===== config.mk =====
export PLATFORM = sky130hd
export DESIGN_NAME = serial_subtractor
export DESIGN_NICKNAME = d
export VERILOG_FILES = /design/src/rtl/serial_subtractor.sv
export SDC_FILE = /design/constraint.sdc
export NUM_CORES = 1
export LEC_CHECK = 0
export CAP_MARGIN = 20
export CELL_PAD_IN_SITES_DETAIL_PLACEMENT = 0
export CELL_PAD_IN_SITES_GLOBAL_PLACEMENT = 1
export CORE_UTILIZATION = 38
export DETAILED_ROUTE_END_ITERATION = 10
export GPL_TIMING_DRIVEN = 0
export PLACE_DENSITY = 0.84
export SETUP_SLACK_MARGIN = 0.02
export SLEW_MARGIN = 10
export SYNTH_ARGS = -nofsm -noshare
export SYNTH_HDL_FRONTEND = slang
export SYNTH_SLANG_ARGS = --single-unit

===== constraint.sdc =====
create_clock -name clk -period 1.5 [get_ports clk]
set_clock_uncertainty 0.1 [all_clocks]
set_input_delay 0.45 -clock clk [delete_from_list [all_inputs] [get_ports clk]]
set_output_delay 0.45 -clock clk [all_outputs]
set_load 0.005 [all_outputs]

===== src/rtl/serial_subtractor.sv =====
// Bit-serial two's-complement subtractor: diff = a - b - bin, one bit per clock,
// LSB first, through a single full-subtractor cell. Valid/ready handshakes on
// both sides; the result is held in DONE until consumed.
// Optional: define SERIAL_SUBTRACTOR_OVF_EN to add the registered signed
// overflow output ovf.
module serial_subtractor #(
   parameter int unsigned WIDTH = 8
) (
   input  logic             clk,
   input  logic             rst,
   input  logic             in_valid,
   output logic             in_ready,
   input  logic [WIDTH-1:0] a,
   input  logic [WIDTH-1:0] b,
   input  logic             bin,
   output logic             out_valid,
   input  logic             out_ready,
   output logic [WIDTH-1:0] diff,
   output logic             bout,
   output logic             busy
`ifdef SERIAL_SUBTRACTOR_OVF_EN
   ,
   output logic             ovf
`endif
);

   localparam int unsigned CW = (WIDTH > 1) ? $clog2(WIDTH) : 1;
   localparam logic [CW-1:0] LastCnt = CW'(WIDTH - 1);

   typedef enum logic [1:0] {
      StIdle,
      StRun,
      StDone
   } state_e;

   state_e state_q, state_d;

   logic [WIDTH-1:0] a_sh_q;
   logic [WIDTH-1:0] b_sh_q;
   logic [WIDTH-1:0] res_sh_q;
   logic [WIDTH-1:0] diff_q;
   logic [CW-1:0]    cnt_q;
   logic             brw_q;
   logic             bout_q;

   logic             d_bit;
   logic             brw_nxt;
   logic             last_bit;
   logic             accept;
   logic [WIDTH-1:0] res_nxt;

`ifdef SERIAL_SUBTRACTOR_OVF_EN
   logic ovf_q;
`endif

   // Full-subtractor cell acting on the current LSBs of the operand shifters.
   always_comb begin
      d_bit    = a_sh_q[0] ^ b_sh_q[0] ^ brw_q;
      brw_nxt  = (~a_sh_q[0] & b_sh_q[0]) | (~(a_sh_q[0] ^ b_sh_q[0]) & brw_q);
      res_nxt  = {d_bit, res_sh_q[WIDTH-1:1]};
      last_bit = (cnt_q == LastCnt);
   end

   // State register.
   always_ff @(posedge clk) begin
      if (rst) begin
         state_q <= StIdle;
      end else begin
         state_q <= state_d;
      end
   end

   // Next-state logic and handshake outputs.
   always_comb begin
      state_d   = state_q;
      in_ready  = 1'b0;
      out_valid = 1'b0;
      busy      = 1'b0;
      accept    = 1'b0;
      unique case (state_q)
         StIdle: begin
            in_ready = 1'b1;
            if (in_valid) begin
               accept  = 1'b1;
               state_d = StRun;
            end
         end
         StRun: begin
            busy = 1'b1;
            if (last_bit) begin
               state_d = StDone;
            end
         end
         StDone: begin
            out_valid = 1'b1;
            if (out_ready) begin
               state_d = StIdle;
            end
         end
         default: state_d = StIdle;
      endcase
   end

   // Datapath: operand/result shifters, borrow, bit counter and held result.
   // diff is a separate register so it stays stable while the next op shifts.
   always_ff @(posedge clk) begin
      if (rst) begin
         a_sh_q   <= '0;
         b_sh_q   <= '0;
         res_sh_q <= '0;
         diff_q   <= '0;
         cnt_q    <= '0;
         brw_q    <= 1'b0;
         bout_q   <= 1'b0;
`ifdef SERIAL_SUBTRACTOR_OVF_EN
         ovf_q    <= 1'b0;
`endif
      end else begin
         unique case (state_q)
            StIdle: begin
               if (accept) begin
                  a_sh_q   <= a;
                  b_sh_q   <= b;
                  brw_q    <= bin;
                  res_sh_q <= '0;
                  cnt_q    <= '0;
               end
            end
            StRun: begin
               a_sh_q   <= a_sh_q >> 1;
               b_sh_q   <= b_sh_q >> 1;
               brw_q    <= brw_nxt;
               res_sh_q <= res_nxt;
               cnt_q    <= cnt_q + CW'(1);
               if (last_bit) begin
                  diff_q <= res_nxt;
                  bout_q <= brw_nxt;
`ifdef SERIAL_SUBTRACTOR_OVF_EN
                  // Borrow into the MSB vs. borrow out of it.
                  ovf_q  <= brw_q ^ brw_nxt;
`endif
               end
            end
            default: ;
         endcase
      end
   end

   assign diff = diff_q;
   assign bout = bout_q;
`ifdef SERIAL_SUBTRACTOR_OVF_EN
   assign ovf  = ovf_q;
`endif

endmodule


==> impl_metrics.ini <==
[outcome]
status = finished, violations left
violations = negative setup slack

[setup_path]
cp.depth = 4
cp.required_ns = 0.95
cp-end-kind = primary output
cp_slowest_cell = dfxtp_4
critPathKind = register to primary output
r2r_slack_ns = -0.06
cp_slowest_stage_delay_ns = 0.35
worstRegToRegCells = 8
crit_top_cell = buf_6
reg2reg_from = state_q[0]$_SDFFE_PP0P_
worstSetupEndpoint = busy
cp.arrival_ns = 1.09
crit_family = flip-flops
cp_cell_sequence = buf_6 > nor2b_4 > buf_12 > buf_6
crit_buf_inv = 3
r2r_end = b_sh_q[5]$_SDFFE_PP0P_
startpoint_type = register
critPathMaxFanout = 3
crit_path_start = state_q[1]$_SDFFE_PP0P_

[detailed_routing]
routed-via-count = 1384
wirelength_um = 4210
drc = 0
dr.pass1.iters = 4
vias_per_cell = 5.22
ant_nets = 0
post_drt_wl_per_cell_um = 15.9
drt_iter0_markers = 47

[grt]
grt.overflow.total = 0
grt_max_degree = 18
grt_util_met2_pct = 33.0
grt_pass1_wl_um = 6210
busiest_layer = met2
grt_use_met3_pct = 5.65
antenna_found_initial = 0
track_usage_pct = 19.1
global_route.usage.met1_pct = 22.8
grt_pass1_vias = 1335

[placed_design]
dp.cells = 244
gp_congestion = 0.747
io_buffers = 31
place_area_mm2 = 0.00197
dp_hpwl_um = 2560

[clock_tree]
cts_made_buffers = 5
cts_sinks = 38
clk_pin_slew_ns = 0.08
max-clock-path-buffers = 2
cts_hold_buf = 0
cts_root_buf = clkbuf_8
clk_latency_ns = 0.29
cts_max_level = 2
tritoncts = done

[cells_and_area]
drive_above_1_share_pct = 32.6
syn_to_final_growth_pct = 48.0
final-seq-area_um2 = 771
finalNonFillerCells = 265
n_antenna_cell = 0
final_cell_mix = 32 x dfxtp_1, 18 x clkdlybuf4s50_1, 17 x inv_1
fillers = 325
layout.nets = 238
final_common_cell = dfxtp_1
fin_area_mm2 = 0.00236
utilization_pct = 58.6
multiInputGateArea_um2 = 777

[sta]
slew_headroom_pct = 64.8
period_needed_ns = 1.64
worst_pin_slew_ns = 0.528
setup_viol = 13
rsz0062_at_grt = yes
setup_ws_ns = -0.142
hold_violations = 0
fmax_ghz = 0.609
drv_slew = 0
period_share_pct = 109

[logic_synthesis]
yosysSeqAreaShare_pct = 47.7
synth_nets = 187
synth_seq_cells = 38
syn-cell-area_mm2 = 0.00160
syn_inst = 163
ys_types = 29
yosys_warnings = 0
syn_area_per_cell_um2 = 9.79

[floorplanning]
die_x_um = 66.8
die_area_mm2 = 0.00446
core_mm2 = 0.00403
row_count = 23
die_h_um = 66.8
ios = 33
start_util_pct = 39.6

[job]
maxCapViolCount = 0

[worst_hold_path]
hold_path_class = register to register

[pwr]
cellLeakagePower_uw = 0.000918
ir_worst_vdd_mv = 0.510
powerDensity_mw_per_mm2 = 990
sequential cells by signal, summed over array words and instances (netlist names):
name / flops
a_sh_q: 8
b_sh_q: 8
diff: 8
res_sh_q: 7
cnt_q: 3
state_q: 2
bout: 1
brw_q: 1
worst register-to-register path, stage by stage, from the launching register on:
cell,delay [ns]
dfxtp_2,0.33
buf_6,0.12
buf_12,0.12
nor2_4,0.09
buf_6,0.10
buf_6,0.11
nand2_8,0.07
buf_6,0.17
o221a_1,0.24
final cells by class:
cell class | count | share of cell area [%]
multi-input cells | 95 | 32.9
plain buffers | 12 | 5.51
clock inverters | 1 | 1.27
inverters | 17 | 2.70
repair buffers | 45 | 19.1
flip-flops and latches | 38 | 32.6
well taps | 50 | 2.65
clock buffers | 7 | 3.23
layer usage:
layer	vias up	part of all wire [%]
met5	-	0
met4	0	0.97
met3	4	5.2
met2	37	50
met1	658	43
li1	685	-
Yosys cell counts (all sizes together):
master	count	area share, %
buf	10	5.5
nand2	9	2.3
a211oi	1	0.47
inv	17	4.0
dfxtp	38	48
nand3b	1	0.47
nor2b	2	1.3
o21bai	1	0.47
nor3	1	0.31
a32oi	2	1.1
nor2	15	3.8
ha	2	1.6
a22oi	9	4.2
fa	1	1.3
mux2i	1	0.63
clkbuf	3	0.71
a21oi	25	10
a311oi	1	0.55
o221a	15	11
nand3	8	2.5
nand2b	1	0.39
metrics by stage:
step	total power [uW]	setup TNS (ns)	setup slack, ns	hold slack, ns
6_report	2340	-0.808	-0.142	0.350
5_1_grt	2420	-1.40	-0.171	0.376
4_1_cts	2270	-0.180	-0.149	0.355
3_5_place_dp	1400	-11.94	-0.587	0.351
3_3_place_gp	1390	-10.82	-0.523	0.344
2_1_floorplan	1290	0	0.131	0.343
kinds of logic (layout without fill, tap and decap cells):
group / count (synthesis) / count (layout) / share of synthesized area (%)
mux: 1 / 1 / 0.627
compound gates: 54 / 54 / 27.6
flops: 38 / 38 / 47.7
fa+ha+maj: 3 / 3 / 2.82
buf+inv: 30 / 82 / 10.2
simple gates: 37 / 37 / 11.1
where the power goes:
part	switching (uW)	leakage, uW	total [uW]	internal [uW]
combinational	180	0.000552	394	213
clock	359	0.0000524	857	498
sequential	31.0	0.000314	1090	1060
total	570	0.000918	2340	1770
worst min-delay path by stage:
stage	end	start	cells past startpoint	slack [ns]
after floorplan	diff[0]$_SDFFE_PP0P_	res_sh_q[1]$_SDFFE_PP0P_	2	0.34
after detailed placement	diff[5]$_SDFFE_PP0P_	diff[5]$_SDFFE_PP0P_	2	0.35
after global placement	diff[5]$_SDFFE_PP0P_	diff[5]$_SDFFE_PP0P_	2	0.34
after CTS	diff[5]$_SDFFE_PP0P_	diff[5]$_SDFFE_PP0P_	2	0.35
final	diff[5]$_SDFFE_PP0P_	diff[5]$_SDFFE_PP0P_	2	0.35
after global routing	diff[5]$_SDFFE_PP0P_	diff[5]$_SDFFE_PP0P_	2	0.38
what timing repair did:
action	CTS	global route
cloned	0	3
buffers inserted	5	6
resized for setup	42	31
pin swaps	1	4
setup endpoints to repair	47	35
Note: power is estimated with default switching activity, not from simulation.
==> patch 1: new RTL, same flow settings <==
Encoding of `state_e`: now one-hot (3 bits for 3 states).
--- a/src/rtl/serial_subtractor.sv
+++ b/src/rtl/serial_subtractor.sv
@@ -29,6 +29,6 @@
 
-   typedef enum logic [1:0] {
-      StIdle,
-      StRun,
-      StDone
+   typedef enum logic [2:0] {
+      StIdle = 3'b001,
+      StRun  = 3'b010,
+      StDone = 3'b100
    } state_e;
Function: same outputs for any inputs over 10 cycles, from zero or initial values and one cycle with rst high; not proved beyond that.
==> patch 1 against the original RTL <==
The flow still finishes with violations (negative setup slack); power increased by 3.6%; synthesized area rose by 6.3%; combinational power up 45%; final area is 13% higher; setup slack worse by 0.23 ns; synthesized cell count is 12% higher; routed wire length fell by 1.4%; non-clock buffer count increased by 5; sequential cell count up 1; critical path type unchanged; largest power group unchanged.
==> patch 1: results (changes against the original RTL) <==
* Run status: finished with violations
* Failing checks: negative setup slack
* Top cell family by delay on the critical path: simple AND/OR/NAND/NOR gates
* CTS root buffer: clkbuf_8
* Leakage at 0.987 nW (+7.5%)
* # fillers at 348 (+7.1%)
* Hold Path Sink: diff[7]
* R2R Path End: b_sh_q[0]
* Hpwl dp at 2.56 mm (about the same)
* Reg2reg start: state_q[0]
* Critical Path Max Stage Delay at 0.41 ns (+0.06 ns)
* Fraction of layout cells with a size suffix above 1 at 43.0% (+10 points)
* GPL Wtd Cong at 0.745 (-0.37%)
* Unique masters post-synth at 32 (+10%)
* Post-synth top cells: dfxtp_1, nand2_1, a21oi_1
* Synth area leaders: dfxtp_1, nor3_2, o22ai_1
* Reg clk slew, reported paths at 0.08 ns (about the same)
* Pre-antenna DRT Iters at 4 (unchanged)
* Syn Inst Count at 182 (+12%)
* R2R setup slack at -0.18 ns (-0.12 ns)
* Vias per inst at 5.32 (+1.9%)
* 1st-iter DRT viols at 88 (+87%)
* Final hold slack at 0.353 ns (+0.00257 ns)
* Register area share after synthesis at 46.1% (-1.6 points)
* Final Non-Filler Cells at 285 (+7.5%)
* Fin. max-slew vios at 0 (unchanged)
* Hold Path Origin: diff[7]
* Cells after DPL at 264 (+8.2%)
* Mapped Nets at 206 (+10%)
* Worst-Margin Slew at 0.287 ns (-0.241 ns)
* Drt wl/cell at 14.6 um (-8.3%)
* Largest net degree at the start of global routing at 13 (-5)
* Max VDD drop at 553 uV (+8.4%)
* R2R depth at 6 (-2)
* Buffers on Ports at 32 (+3.2%)
* GRT Total Usage at 20.7% (+1.6 points)
* Final WS setup at -0.373 ns (-0.231 ns)
* Place WS at -0.681 ns (-0.0938 ns)
* Crit path max-delay cell type: or3b_4
* CP Max Fanout at 7 (+4)
* Setup TNS at -3.64 ns (-2.84 ns)
* Clock latency on the worst-skew pair at roughly 0.3 ns
* Num CTS Buffers at 5 (unchanged)
* Setup violators final at 28 (+15)
* WP data arrival at 1.32 ns (+0.23 ns)
* First-pass GRT wire length at 6.88 mm (+11%)
* Number of global-route vias before repair at 1348 (+0.97%)
* Hold Path Depth at 2 (unchanged)
* Initial antenna violation count at 0 (unchanged)
* Clock H-tree levels at 2 (unchanged)
patch 1: routing by layer:
metal / wire length, um / part of all wire [%] / global-route usage (%)
met1: 2000 / 48 / 28.3
met2: 1900 / 46 / 30.8
met3: 171 / 4.1 / 4.93
met4: 85 / 2.0 / 9.18
met5: 0 / 0 / 0
patch 1: worst min-delay path, cell delays in order, from the launching register on:
cell,delay (ns)
dfxtp_2,0.32
nand2_1,0.05
a21oi_1,0.05
patch 1: logic make-up after synthesis:
| logic type | share of synthesized area, % |
|---|---|
| compound gates | 15.1 |
| buf+inv | 8.34 |
| simple gates | 27.8 |
| flops | 46.1 |
| fa+ha+maj | 2.66 |
patch 1: repair_timing:
action	CTS	global route
cloned	3	0
setup buffers	12	3
setup endpoints to repair	44	40
pin swaps	10	0
gates resized for setup	74	27
patch 1: power breakdown:
group | internal, mW | switching [mW] | total, mW
sequential | 1.10 | 0.0563 | 1.15
clock | 0.325 | 0.374 | 0.699
combinational | 0.314 | 0.257 | 0.570
patch 1: per-stage QoR:
step	util, %	cell area, sq um
CTS	62.2	2580
global route	64.4	2670
floorplan	-	1750
finish	64.4	2670
detailed placement	51.5	2130
global placement	51.5	2130
patch 1: how the worst max path moves through the flow:
| stage | from | end | slack [ns] | depth (start not counted) |
|---|---|---|---|---|
| floorplan | state_q[2] | busy | -0.12 | 5 |
| global placement | state_q[0] | busy | -0.69 | 5 |
| detailed placement | state_q[1] | busy | -0.68 | 6 |
| CTS | state_q[1] | busy | -0.47 | 6 |
| global route | state_q[0] | busy | -0.40 | 4 |
| finish | state_q[0] | busy | -0.37 | 4 |
patch 1: layout make-up:
type / instances / share of cell area, %
Inverter: 4 / 0.750
Clock inverter: 2 / 0.469
Tap cell: 50 / 2.35
Buffer: 12 / 5.35
Sequential cell: 39 / 30.1
Timing Repair Buffer: 50 / 19.7
Clock buffer: 6 / 2.72
Multi-Input combinational cell: 122 / 38.6
==> patch 2: new RTL, same flow settings <==
Without the edit above. Add a define of `SERIAL_SUBTRACTOR_OVF_EN`.
--- a/src/rtl/serial_subtractor.sv
+++ b/src/rtl/serial_subtractor.sv
@@ -5,2 +5,4 @@
 // overflow output ovf.
+`define SERIAL_SUBTRACTOR_OVF_EN
+
 module serial_subtractor #(
Check against the original RTL (old outputs only; new: ovf): equivalent (Yosys induction, for registers that start in step).
==> patch 2 against the original RTL <==
The run still ends with negative setup slack left; first-iteration DRC count up 13%; final area down 4.9%; routed wire length down 9.2%; power about the same; synthesized area up 1.0%; sequential cell count up 1; setup slack better by 0.073 ns; clock power up 6.2%; critical path type unchanged; largest cell class is now sequential cells; largest power group unchanged; highest routed layer unchanged.
==> patch 2: results (changes against the original RTL) <==
* 1st-iter DRT viols at 53 (+13%)
* Fraction of layout cells with a size suffix above 1 at 30.7% (-1.9 points)
* Synth area leaders: dfxtp_1, o221a_1, a21oi_1
* Max VDD drop at 528 uV (+3.4%)
* Reg2reg start: state_q[1]
* Final WS setup at -0.0689 ns (+0.0727 ns)
* Setup violators final at 3 (-10)
* Leakage at 0.893 nW (-2.8%)
* Post-CTS setup buffer count at 9 (+4)
* Run status: finished with violations
* Largest net degree at the start of global routing at 17 (-1)
* Via count at 1364 (-1.4%)
* R2R setup slack at 0.06 ns (+0.12 ns)
* # fillers at 379 (+17%)
* Synth Area per Inst at 9.71 sq um (-0.81%)
* Power share of the clock group at 38.9% (+2.2 points)
* Critical Path Max Stage Delay at 0.37 ns (+0.02 ns)
* Met3 Routed Length at 153 um (-29%)
* Drt wl/cell at 14.4 um (-9.2%)
* Reg power frac at 47.6% (+1.1 points)
* Hold Path Depth at 1 (-1)
* Number of global-route vias before repair at 1387 (+3.9%)
* Number of cells upsized or downsized after cts at 46 (+9.5%)
* First-pass GRT wire length at 6.18 mm (-0.45%)
* Place WS at -0.532 ns (+0.0552 ns)
* Synth Area in XOR/XNOR at 0.543% (+0.54 points)
* Worst-Margin Slew at 0.457 ns (-0.0709 ns)
* Global-route met2 utilization at 32.4% (-0.58 points)
* Failing checks: negative setup slack
patch 2: changes by cell type after synthesis, moves of 2 or more:
cell,before,now
nand2_1,8,18
nand3_1,8,0
buf_2,4,6
buf_6,4,2
patch 2: critical path, delay by kind of cell (launching register included):
family	cells	cell delay (ns)
flip-flops	1	0.37
AND/OR/NAND/NOR	1	0.13
buffers and inverters	2	0.23
patch 2: layout make-up:
class                           instances  area [sq um]  area share, %
Buffer                                 10          90.1           4.01
Multi-Input combinational cell         99           731           32.5
Clock inverter                          2          35.0           1.56
Timing Repair Buffer                   43           389           17.3
Clock buffer                            6          82.6           3.68
Tap cell                               50          62.6           2.79
Inverter                               16          60.1           2.67
Sequential cell                        39           796           35.4
patch 2: cells by family (layout without fill, tap and decap cells):
logic type | Yosys count | after routing
AO/OA/AOI/OAI | 55 | 55
AND/OR/NAND/NOR | 40 | 40
flip-flops | 39 | 39
buffers and inverters | 28 | 77
adder cells (fa/ha/maj) | 3 | 3
XOR/XNOR | 1 | 1
